===== src/rtl/snn_cfg_loader.sv =====
`timescale 1ns/1ps
// snn_cfg_loader: SPI (mode 0, MSB first) configuration loader.
// SPI pins are oversampled in the clk domain. Bytes are written into a staging
// bank, which is copied atomically into the active bank (cfg_data) when a frame
// that requested a commit ends. The active bank can be read back over MISO.
module snn_cfg_loader #(
  parameter int DEPTH       = 215,
  parameter int SYNC_STAGES = 2
) (
  input  logic                 clk,
  input  logic                 rst_n,
  input  logic                 sclk,
  input  logic                 mosi,
  input  logic                 ss_n,
  output logic                 miso,
  output logic [DEPTH*8-1:0]   cfg_data,
  output logic                 cfg_valid,
  output logic                 busy,
  output logic                 addr_err
);

  localparam int          IW      = (DEPTH > 1) ? $clog2(DEPTH) : 1;
  localparam logic [16:0] DEPTH_L = 17'(DEPTH);
  localparam logic [15:0] LAST_A  = 16'(DEPTH - 1);

  typedef enum logic [2:0] {
    S_IDLE    = 3'd0,
    S_CMD     = 3'd1,
    S_ADDR_HI = 3'd2,
    S_ADDR_LO = 3'd3,
    S_DATA    = 3'd4,
    S_IGNORE  = 3'd5
  } state_t;

  logic [SYNC_STAGES-1:0] sclk_sync, mosi_sync, ss_sync;
  logic [SYNC_STAGES:0]   arm_sh;
  logic                   sclk_s, mosi_s, ss_s, armed;
  logic                   sclk_d, ss_d;
  logic                   sclk_rise, sclk_fall, ss_fall, ss_rise;
  logic [7:0]             shreg;
  logic [2:0]             bit_cnt;
  logic                   byte_done;
  state_t                 state, state_n;
  logic                   wr_flag, commit_flag;
  logic [7:0]             addr_hi;
  logic [15:0]            addr, addr_inc, new_addr;
  logic                   addr_ok;
  logic                   we, rd_load, rd_shift, commit;
  logic [7:0]             oshift;
  logic [7:0]             staging      [DEPTH];
  logic [7:0]             staging_next [DEPTH];
  logic [7:0]             active       [DEPTH];

  // Synchronizer chains. ss_n resets to "deselected"; the arm shifter keeps all
  // strobes off until the chains have refilled, so a frame that was running
  // across a reset is never picked up half-way.
  always_ff @(posedge clk or negedge rst_n) begin
    if (!rst_n) begin
      sclk_sync <= '0;
      mosi_sync <= '0;
      ss_sync   <= '1;
      arm_sh    <= '0;
    end else begin
      sclk_sync <= {sclk_sync[SYNC_STAGES-2:0], sclk};
      mosi_sync <= {mosi_sync[SYNC_STAGES-2:0], mosi};
      ss_sync   <= {ss_sync[SYNC_STAGES-2:0], ss_n};
      arm_sh    <= {arm_sh[SYNC_STAGES-1:0], 1'b1};
    end
  end

  assign sclk_s = sclk_sync[SYNC_STAGES-1];
  assign mosi_s = mosi_sync[SYNC_STAGES-1];
  assign ss_s   = ss_sync[SYNC_STAGES-1];
  assign armed  = arm_sh[SYNC_STAGES];

  // Edge-detect registers for sclk and ss_n.
  always_ff @(posedge clk or negedge rst_n) begin
    if (!rst_n) begin
      sclk_d <= 1'b0;
      ss_d   <= 1'b1;
    end else begin
      sclk_d <= sclk_s;
      ss_d   <= ss_s;
    end
  end

  assign ss_fall   = armed & ~ss_s & ss_d;
  assign ss_rise   = armed & ss_s & ~ss_d;
  assign sclk_rise = armed & ~ss_s & sclk_s & ~sclk_d;
  assign sclk_fall = armed & ~ss_s & ~sclk_s & sclk_d;

  // Input shift register and bit counter; byte_done pulses when the counter wraps.
  always_ff @(posedge clk or negedge rst_n) begin
    if (!rst_n) begin
      shreg     <= 8'd0;
      bit_cnt   <= 3'd0;
      byte_done <= 1'b0;
    end else begin
      byte_done <= 1'b0;
      if (ss_fall) begin
        shreg   <= 8'd0;
        bit_cnt <= 3'd0;
      end else if (sclk_rise) begin
        shreg     <= {shreg[6:0], mosi_s};
        bit_cnt   <= bit_cnt + 3'd1;
        byte_done <= (bit_cnt == 3'd7);
      end
    end
  end

  assign new_addr = {addr_hi, shreg};
  assign addr_ok  = ({1'b0, new_addr} < DEPTH_L);
  assign addr_inc = (addr == LAST_A) ? 16'd0 : addr + 16'd1;
  assign we       = (state == S_DATA) & wr_flag & byte_done;
  assign rd_load  = (state == S_DATA) & ~wr_flag & sclk_fall & (bit_cnt == 3'd0);
  assign rd_shift = (state == S_DATA) & ~wr_flag & sclk_fall & (bit_cnt != 3'd0);
  // A commit request latched in the same cycle as the frame end still counts.
  assign commit   = ss_rise & (commit_flag | ((state == S_CMD) & byte_done & shreg[6]));

  // FSM state register.
  always_ff @(posedge clk or negedge rst_n) begin
    if (!rst_n) begin
      state <= S_IDLE;
    end else begin
      state <= state_n;
    end
  end

  // FSM next-state logic; ss_n rise returns to IDLE from any state.
  always_comb begin
    state_n = state;
    case (state)
      S_IDLE:    if (ss_fall)   state_n = S_CMD;     else state_n = S_IDLE;
      S_CMD:     if (byte_done) state_n = S_ADDR_HI; else state_n = S_CMD;
      S_ADDR_HI: if (byte_done) state_n = S_ADDR_LO; else state_n = S_ADDR_HI;
      S_ADDR_LO: begin
        if (byte_done) begin
          if (addr_ok) state_n = S_DATA;
          else         state_n = S_IGNORE;
        end else begin
          state_n = S_ADDR_LO;
        end
      end
      S_DATA:    state_n = S_DATA;
      S_IGNORE:  state_n = S_IGNORE;
      default:   state_n = S_IDLE;
    endcase
    if (ss_rise) begin
      state_n = S_IDLE;
    end else begin
      state_n = state_n;
    end
  end

  // Frame control: command flags, address pointer and address error.
  always_ff @(posedge clk or negedge rst_n) begin
    if (!rst_n) begin
      wr_flag     <= 1'b0;
      commit_flag <= 1'b0;
      addr_hi     <= 8'd0;
      addr        <= 16'd0;
      addr_err    <= 1'b0;
    end else if (ss_fall) begin
      wr_flag     <= 1'b0;
      commit_flag <= 1'b0;
      addr_hi     <= 8'd0;
      addr        <= 16'd0;
      addr_err    <= 1'b0;
    end else begin
      if (byte_done) begin
        case (state)
          S_CMD: begin
            wr_flag     <= shreg[7];
            commit_flag <= shreg[6];
          end
          S_ADDR_HI: addr_hi <= shreg;
          S_ADDR_LO: begin
            addr     <= new_addr;
            addr_err <= ~addr_ok;
          end
          default: ;
        endcase
      end
      if (we || rd_load) begin
        addr <= addr_inc;
      end
    end
  end

  // Staging image with the current write merged in, so a commit in the same
  // cycle as a final byte still captures that byte.
  always_comb begin
    for (int k = 0; k < DEPTH; k++) begin
      staging_next[k] = (we && (addr == 16'(k))) ? shreg : staging[k];
    end
  end

  // Staging and active banks.
  always_ff @(posedge clk or negedge rst_n) begin
    if (!rst_n) begin
      for (int k = 0; k < DEPTH; k++) begin
        staging[k] <= 8'd0;
        active[k]  <= 8'd0;
      end
    end else begin
      for (int k = 0; k < DEPTH; k++) begin
        staging[k] <= staging_next[k];
        if (commit) begin
          active[k] <= staging_next[k];
        end
      end
    end
  end

  // Readback shifter: load a byte at the first fall of each byte, else shift.
  always_ff @(posedge clk or negedge rst_n) begin
    if (!rst_n) begin
      oshift <= 8'd0;
    end else if (ss_fall) begin
      oshift <= 8'd0;
    end else if (rd_load) begin
      oshift <= active[addr[IW-1:0]];
    end else if (rd_shift) begin
      oshift <= {oshift[6:0], 1'b0};
    end
  end

  // Registered status outputs.
  always_ff @(posedge clk or negedge rst_n) begin
    if (!rst_n) begin
      miso      <= 1'b0;
      cfg_valid <= 1'b0;
      busy      <= 1'b0;
    end else begin
      miso      <= ((state == S_DATA) && !wr_flag) ? oshift[7] : 1'b0;
      cfg_valid <= commit;
      busy      <= ~ss_s;
    end
  end

  for (genvar k = 0; k < DEPTH; k++) begin : gen_out
    assign cfg_data[8*k +: 8] = active[k];
  end

endmodule


===== config.mk =====
export PLATFORM = sky130hd
export DESIGN_NAME = snn_cfg_loader
export DESIGN_NICKNAME = d
export VERILOG_FILES = /design/src/rtl/snn_cfg_loader.sv
export SDC_FILE = /design/constraint.sdc
export NUM_CORES = 2
export LEC_CHECK = 0
export ABC_AREA = 0
export BUFFER_PORTS_ARGS = -buffer_cell sky130_fd_sc_hd__buf_2
export CAP_MARGIN = 20
export CELL_PAD_IN_SITES_DETAIL_PLACEMENT = 0
export CELL_PAD_IN_SITES_GLOBAL_PLACEMENT = 1
export CORE_AREA = 2 2 673 675
export CTS_BUF_LIST = sky130_fd_sc_hd__clkbuf_8 sky130_fd_sc_hd__clkbuf_16
export DETAILED_ROUTE_END_ITERATION = 12
export DIE_AREA = 0 0 675 677
export GPL_ROUTABILITY_DRIVEN = 1
export GPL_TIMING_DRIVEN = 1
export HOLD_SLACK_MARGIN = 0.12
export PLACE_DENSITY = 0.65
export SLEW_MARGIN = 20
export SYNTH_ARGS = -nofsm -noshare
export SYNTH_HDL_FRONTEND = slang
export SYNTH_SLANG_ARGS = --single-unit

===== constraint.sdc =====
create_clock -name clk -period 6.5 [get_ports clk]
set_input_delay 0 -clock clk [delete_from_list [all_inputs] [get_ports clk]]
set_output_delay 0 -clock clk [all_outputs]
set_load 0.02 [all_outputs]

==> tab_implementation.tex <==
\begin{tabular}{lr}
\hline
Metric & Value \\
\hline
\multicolumn{2}{l}{\textbf{Clock network}} \\
\quad Clock net sink count & 3,504 \\
\quad Post-CTS setup buffers & 0 \\
\quad Post-CTS sizing & 0 \\
\quad TritonCTS clock tree & yes \\
\quad CTS Root Cell & clkbuf\_16 \\
\quad Clock-pin slew reported for the worst setup and hold paths after clock tree synthesis & 0.06 ns \\
\quad Insertion delay of the later-clocked pin in the worst-skew pair & 1.00 ns \\
\quad Max Buffers Root-to-Sink & 4 \\
\quad Depth of the CTS H-tree & 5 \\
\quad Clock buffers created by TritonCTS & 391 \\
\multicolumn{2}{l}{\textbf{Critical path}} \\
\quad CP Cell Sequence & buf\_12 > inv\_8 > buf\_4 > mux2i\_2 > o211ai\_1 > a221oi\_1 > o211ai\_1 \\
\quad Count of buffer and inverter cells on the critical path & 3 \\
\quad Crit Path Class & flip-flop to flip-flop \\
\quad Largest stage delay on the critical path & 0.82 ns \\
\quad Critical path arrival & 5.81 ns \\
\quad Critical Path End Type & flip-flop \\
\quad Slowest cell on the critical path & mux2i\_2 \\
\quad Worst path required time & 7.35 ns \\
\quad Critical path's top delay family & buffers and inverters \\
\quad R2R Path End & oshift[2]\$\_DFFE\_PN0P\_ \\
\quad R2R Setup Slk & 1.53 ns \\
\quad Number of cells traversed by the worst register-to-register path & 7 \\
\quad Worst reg2reg startpoint & addr[2]\$\_DFFE\_PN0P\_ \\
\quad Critical Path Start Type & flip-flop \\
\quad CP Max Fanout & 72 \\
\quad Critical Path Most Common Cell & o211ai\_1 \\
\multicolumn{2}{l}{\textbf{Routing}} \\
\quad Final routed wire length divided by cell count & 37.3 um \\
\quad Routed wire length & 637,000 um \\
\quad Total via count after detailed routing & 90,147 \\
\quad First-pass iteration count of the detailed router & 5 \\
\quad Number of routed nets with antenna violations & 0 \\
\quad DRC violations left & 0 \\
\quad Starting DRC count in detailed routing & 6,691 \\
\quad Via-to-Cell Ratio & 5.28 \\
\multicolumn{2}{l}{\textbf{Timing}} \\
\quad Final Max Tran Viols & 0 \\
\quad Final-report setup violation count & 0 \\
\quad Maximum operating frequency & 0.201 GHz \\
\quad Worst Max-Slew Pin Slew & 1.21 ns \\
\quad Hold Violations, Final & 0 \\
\quad Portion of the clock cycle consumed by the worst path in the final layout & 76.4\% \\
\quad Headroom to the max-slew limit & 19.5\% \\
\quad Final min period & 4.97 ns \\
\quad Post-route clock skew & 0.0812 ns \\
\quad Sum of negative setup slack & 0 ns \\
\quad Unrepaired setup endpoints after global routing & no \\
\multicolumn{2}{l}{\textbf{Finish}} \\
\quad Most common library cell in the layout ignoring fill and taps & dfrtp\_1 \\
\quad Fin area & 0.175 sq mm \\
\quad Share of post-route cells with drive strength above 1 & 60.7\% \\
\quad Nets & 10,768 \\
\quad Synth-to-layout area growth & 20.4\% \\
\quad Commonest non-fill, non-tap cells in the layout & 3,485 x dfrtp\_1, 3,470 x mux2\_2, 1,727 x buf\_2, 410 x mux4\_2, 391 x clkbuf\_16 \\
\multicolumn{2}{l}{\textbf{Synthesis}} \\
\quad Number of nets in the synthesized netlist & 9,066 \\
\quad Ys flop type & dfrtp\_1 \\
\quad Area share of the leading cell type in the synthesized netlist & 60.3\% \\
\quad Post-Synthesis Cell Area & 0.145 sq mm \\
\quad Average size of a mapped cell & 16.0 sq um \\
\quad Synthesis-stage register bit count & 3,504 \\
\quad Area leader, netlist & dfrtp\_1 \\
\quad Synthesis warning total & 0 \\
\quad Largest cells by area after synthesis & dfrtp\_1 60\%, mux2\_2 27\%, mux4\_2 6.4\% \\
\quad Synth Instances & 9,054 \\
\quad Number of enable-type register cells in the synthesized netlist & 0 \\
\quad Distinct cell type count after synthesis & 73 \\
\quad Proportion of synthesized chip area in sequential cells & 60.4\% \\
\quad Proportion of synthesized flip-flops having asynchronous set or reset & 100\% \\
\multicolumn{2}{l}{\textbf{Die}} \\
\quad Ports & 1,729 \\
\quad Height of the die & 677 um \\
\quad Num rows & 247 \\
\quad Die area & 0.457 sq mm \\
\quad Initial core utilization & 32.2\% \\
\quad Die outline width & 675 um \\
\quad Core Region & 0.451 sq mm \\
\multicolumn{2}{l}{\textbf{Hold path}} \\
\quad Count of cells along the worst hold path & 3 \\
\quad Classification of the worst-slack hold path & input port to flip-flop \\
\quad End point of the worst hold path & ss\_sync[0]\$\_DFF\_PN1\_ \\
\quad Hold path startpoint & ss\_n \\
\multicolumn{2}{l}{\textbf{Place}} \\
\quad Port Buffer Count & 1,728 \\
\quad Estimated wirelength of the detail-placed design & 466,000 um \\
\quad Instance area after placement & 0.161 sq mm \\
\quad Gp weighted congestion & 0.921 \\
\multicolumn{2}{l}{\textbf{Power}} \\
\quad Static Leak & 88.5 nW \\
\quad P per Cell Area & 258 mW/mm\^{}2 \\
\quad Maximum ir drop on the vdd rail & 242 uV \\
\multicolumn{2}{l}{\textbf{GRT}} \\
\quad Number of antenna violations at the first check in global routing & 56 \\
\quad Maximum number of pins on one net before global-route repair & 195 \\
\quad First-pass GRT wire length & 856,000 um \\
\quad Total gr overflow & 0 \\
\quad GR Util All Layers & 27.3\% \\
\quad Number of global-route vias before repair & 94,072 \\
\multicolumn{2}{l}{\textbf{Run status}} \\
\quad Run status & finished, final reports clean \\
\multicolumn{2}{l}{\textbf{Run}} \\
\quad Reported max-cap violation count & 0 \\
\hline
\end{tabular}
flip-flops by register name, summed over array words and instances (netlist names), 2 cells and up:
signal	count
ss_sync	2
addr	16
shreg	8
oshift	8
state	3
bit_cnt	3
cfg_data	1720
arm_sh	3
mosi_sync	2
sclk_sync	2
addr_hi	8
staging	1720
report_power, final:
group / switching [W] / leakage (nW) / internal, W
logic: 0.000665 / 32.8 / 0.000114
clock network: 0.00955 / 6.85 / 0.0129
registers: 0.0000301 / 48.9 / 0.0218
through the flow:
| step | hold WS, ns | std cells | power [W] | utilization [%] | setup slack (ns) |
|---|---|---|---|---|---|
| floorplan | -0.296 | 9054 | 0.0224 | - | 3.27 |
| global placement | 0.0486 | 16320 | 0.0230 | 35.8 | 1.06 |
| detailed placement | 0.0657 | 16325 | 0.0230 | 35.8 | 1.44 |
| CTS | 0.245 | 17046 | 0.0455 | 38.8 | 1.46 |
| global route | 0.270 | 17054 | 0.0465 | 38.8 | 1.47 |
| finish | 0.310 | 17066 | 0.0451 | 38.8 | 1.53 |
metal layers:
| layer | vias up | GRT usage (%) | share of wire [%] | wire [um] |
|---|---|---|---|---|
| met5 | - | 0 | 0.0042 | 27 |
| met4 | 4 | 15.9 | 7.1 | 45000 |
| met3 | 993 | 6.60 | 7.1 | 45400 |
| met2 | 3247 | 43.2 | 46 | 295000 |
| met1 | 49431 | 33.9 | 40 | 252000 |
| li1 | 36472 | - | - | - |
logic make-up (layout without fill, tap and decap cells):
kind of cell,count (synthesis),after routing,share of synthesized area [%]
XOR/XNOR,9,9,0.0543
AND/OR/NAND/NOR,687,687,2.77
multiplexers,3943,3943,33.7
AO/OA/AOI/OAI,293,293,1.33
buffers and inverters,610,2631,1.72
other,1,16,0.00258
flip-flops,3504,3504,60.4
adder cells (fa/ha/maj),7,7,0.0603
layout make-up:
class	instances	area (sq um)
clock inverters	227	2110
well taps	5976	7480
repair buffers	1908	10900
inverters	11	48.8
flip-flops and latches	3504	87700
clock buffers	485	11100
multi-input cells	4940	55500
fillers	42106	276000
diodes	15	37.5
cell usage after synthesis (18+ instances only):
cell and count:
mux2_2 3470, mux2i_1 63, nor4_1 23, nor2_2 171, nand2_1 127, and3_1 21
clkbuf_1 466, nor2b_1 25, dfrtp_1 3501, nand3_1 74, buf_4 24, buf_2 82
nand3b_1 18, a21oi_1 50, mux4_2 410, a31oi_1 19, nor2_4 45, o21ai_0 55
buf_1 24, nor2_1 89, o22ai_1 57
how the worst max path moves through the flow:
stage                         from                    endpoint  cells after the start
6_report       addr[2]$_DFFE_PN0P_       oshift[2]$_DFFE_PN0P_                      7
4_1_cts        addr[2]$_DFFE_PN0P_       oshift[2]$_DFFE_PN0P_                      7
3_3_place_gp   addr[2]$_DFFE_PN0P_       oshift[2]$_DFFE_PN0P_                      7
5_1_grt        addr[0]$_DFFE_PN0P_       oshift[7]$_DFFE_PN0P_                      8
3_5_place_dp   addr[2]$_DFFE_PN0P_       oshift[2]$_DFFE_PN0P_                      7
2_1_floorplan  addr[1]$_DFFE_PN0P_  cfg_data[1344]$_DFFE_PN0P_                     11
tightest hold or removal path, stage by stage:
cell	delay [ns]
dlygate4sd3_1	0.60
buf_2	0.14
dlygate4sd3_1	0.55
what timing repair did:
action	4_1_cts	5_1_grt
endpoints found under the setup margin	0	0
hold endpoints to repair	1433	0
hold buffers	9	0
Note: power is estimated with default switching activity, not from simulation.
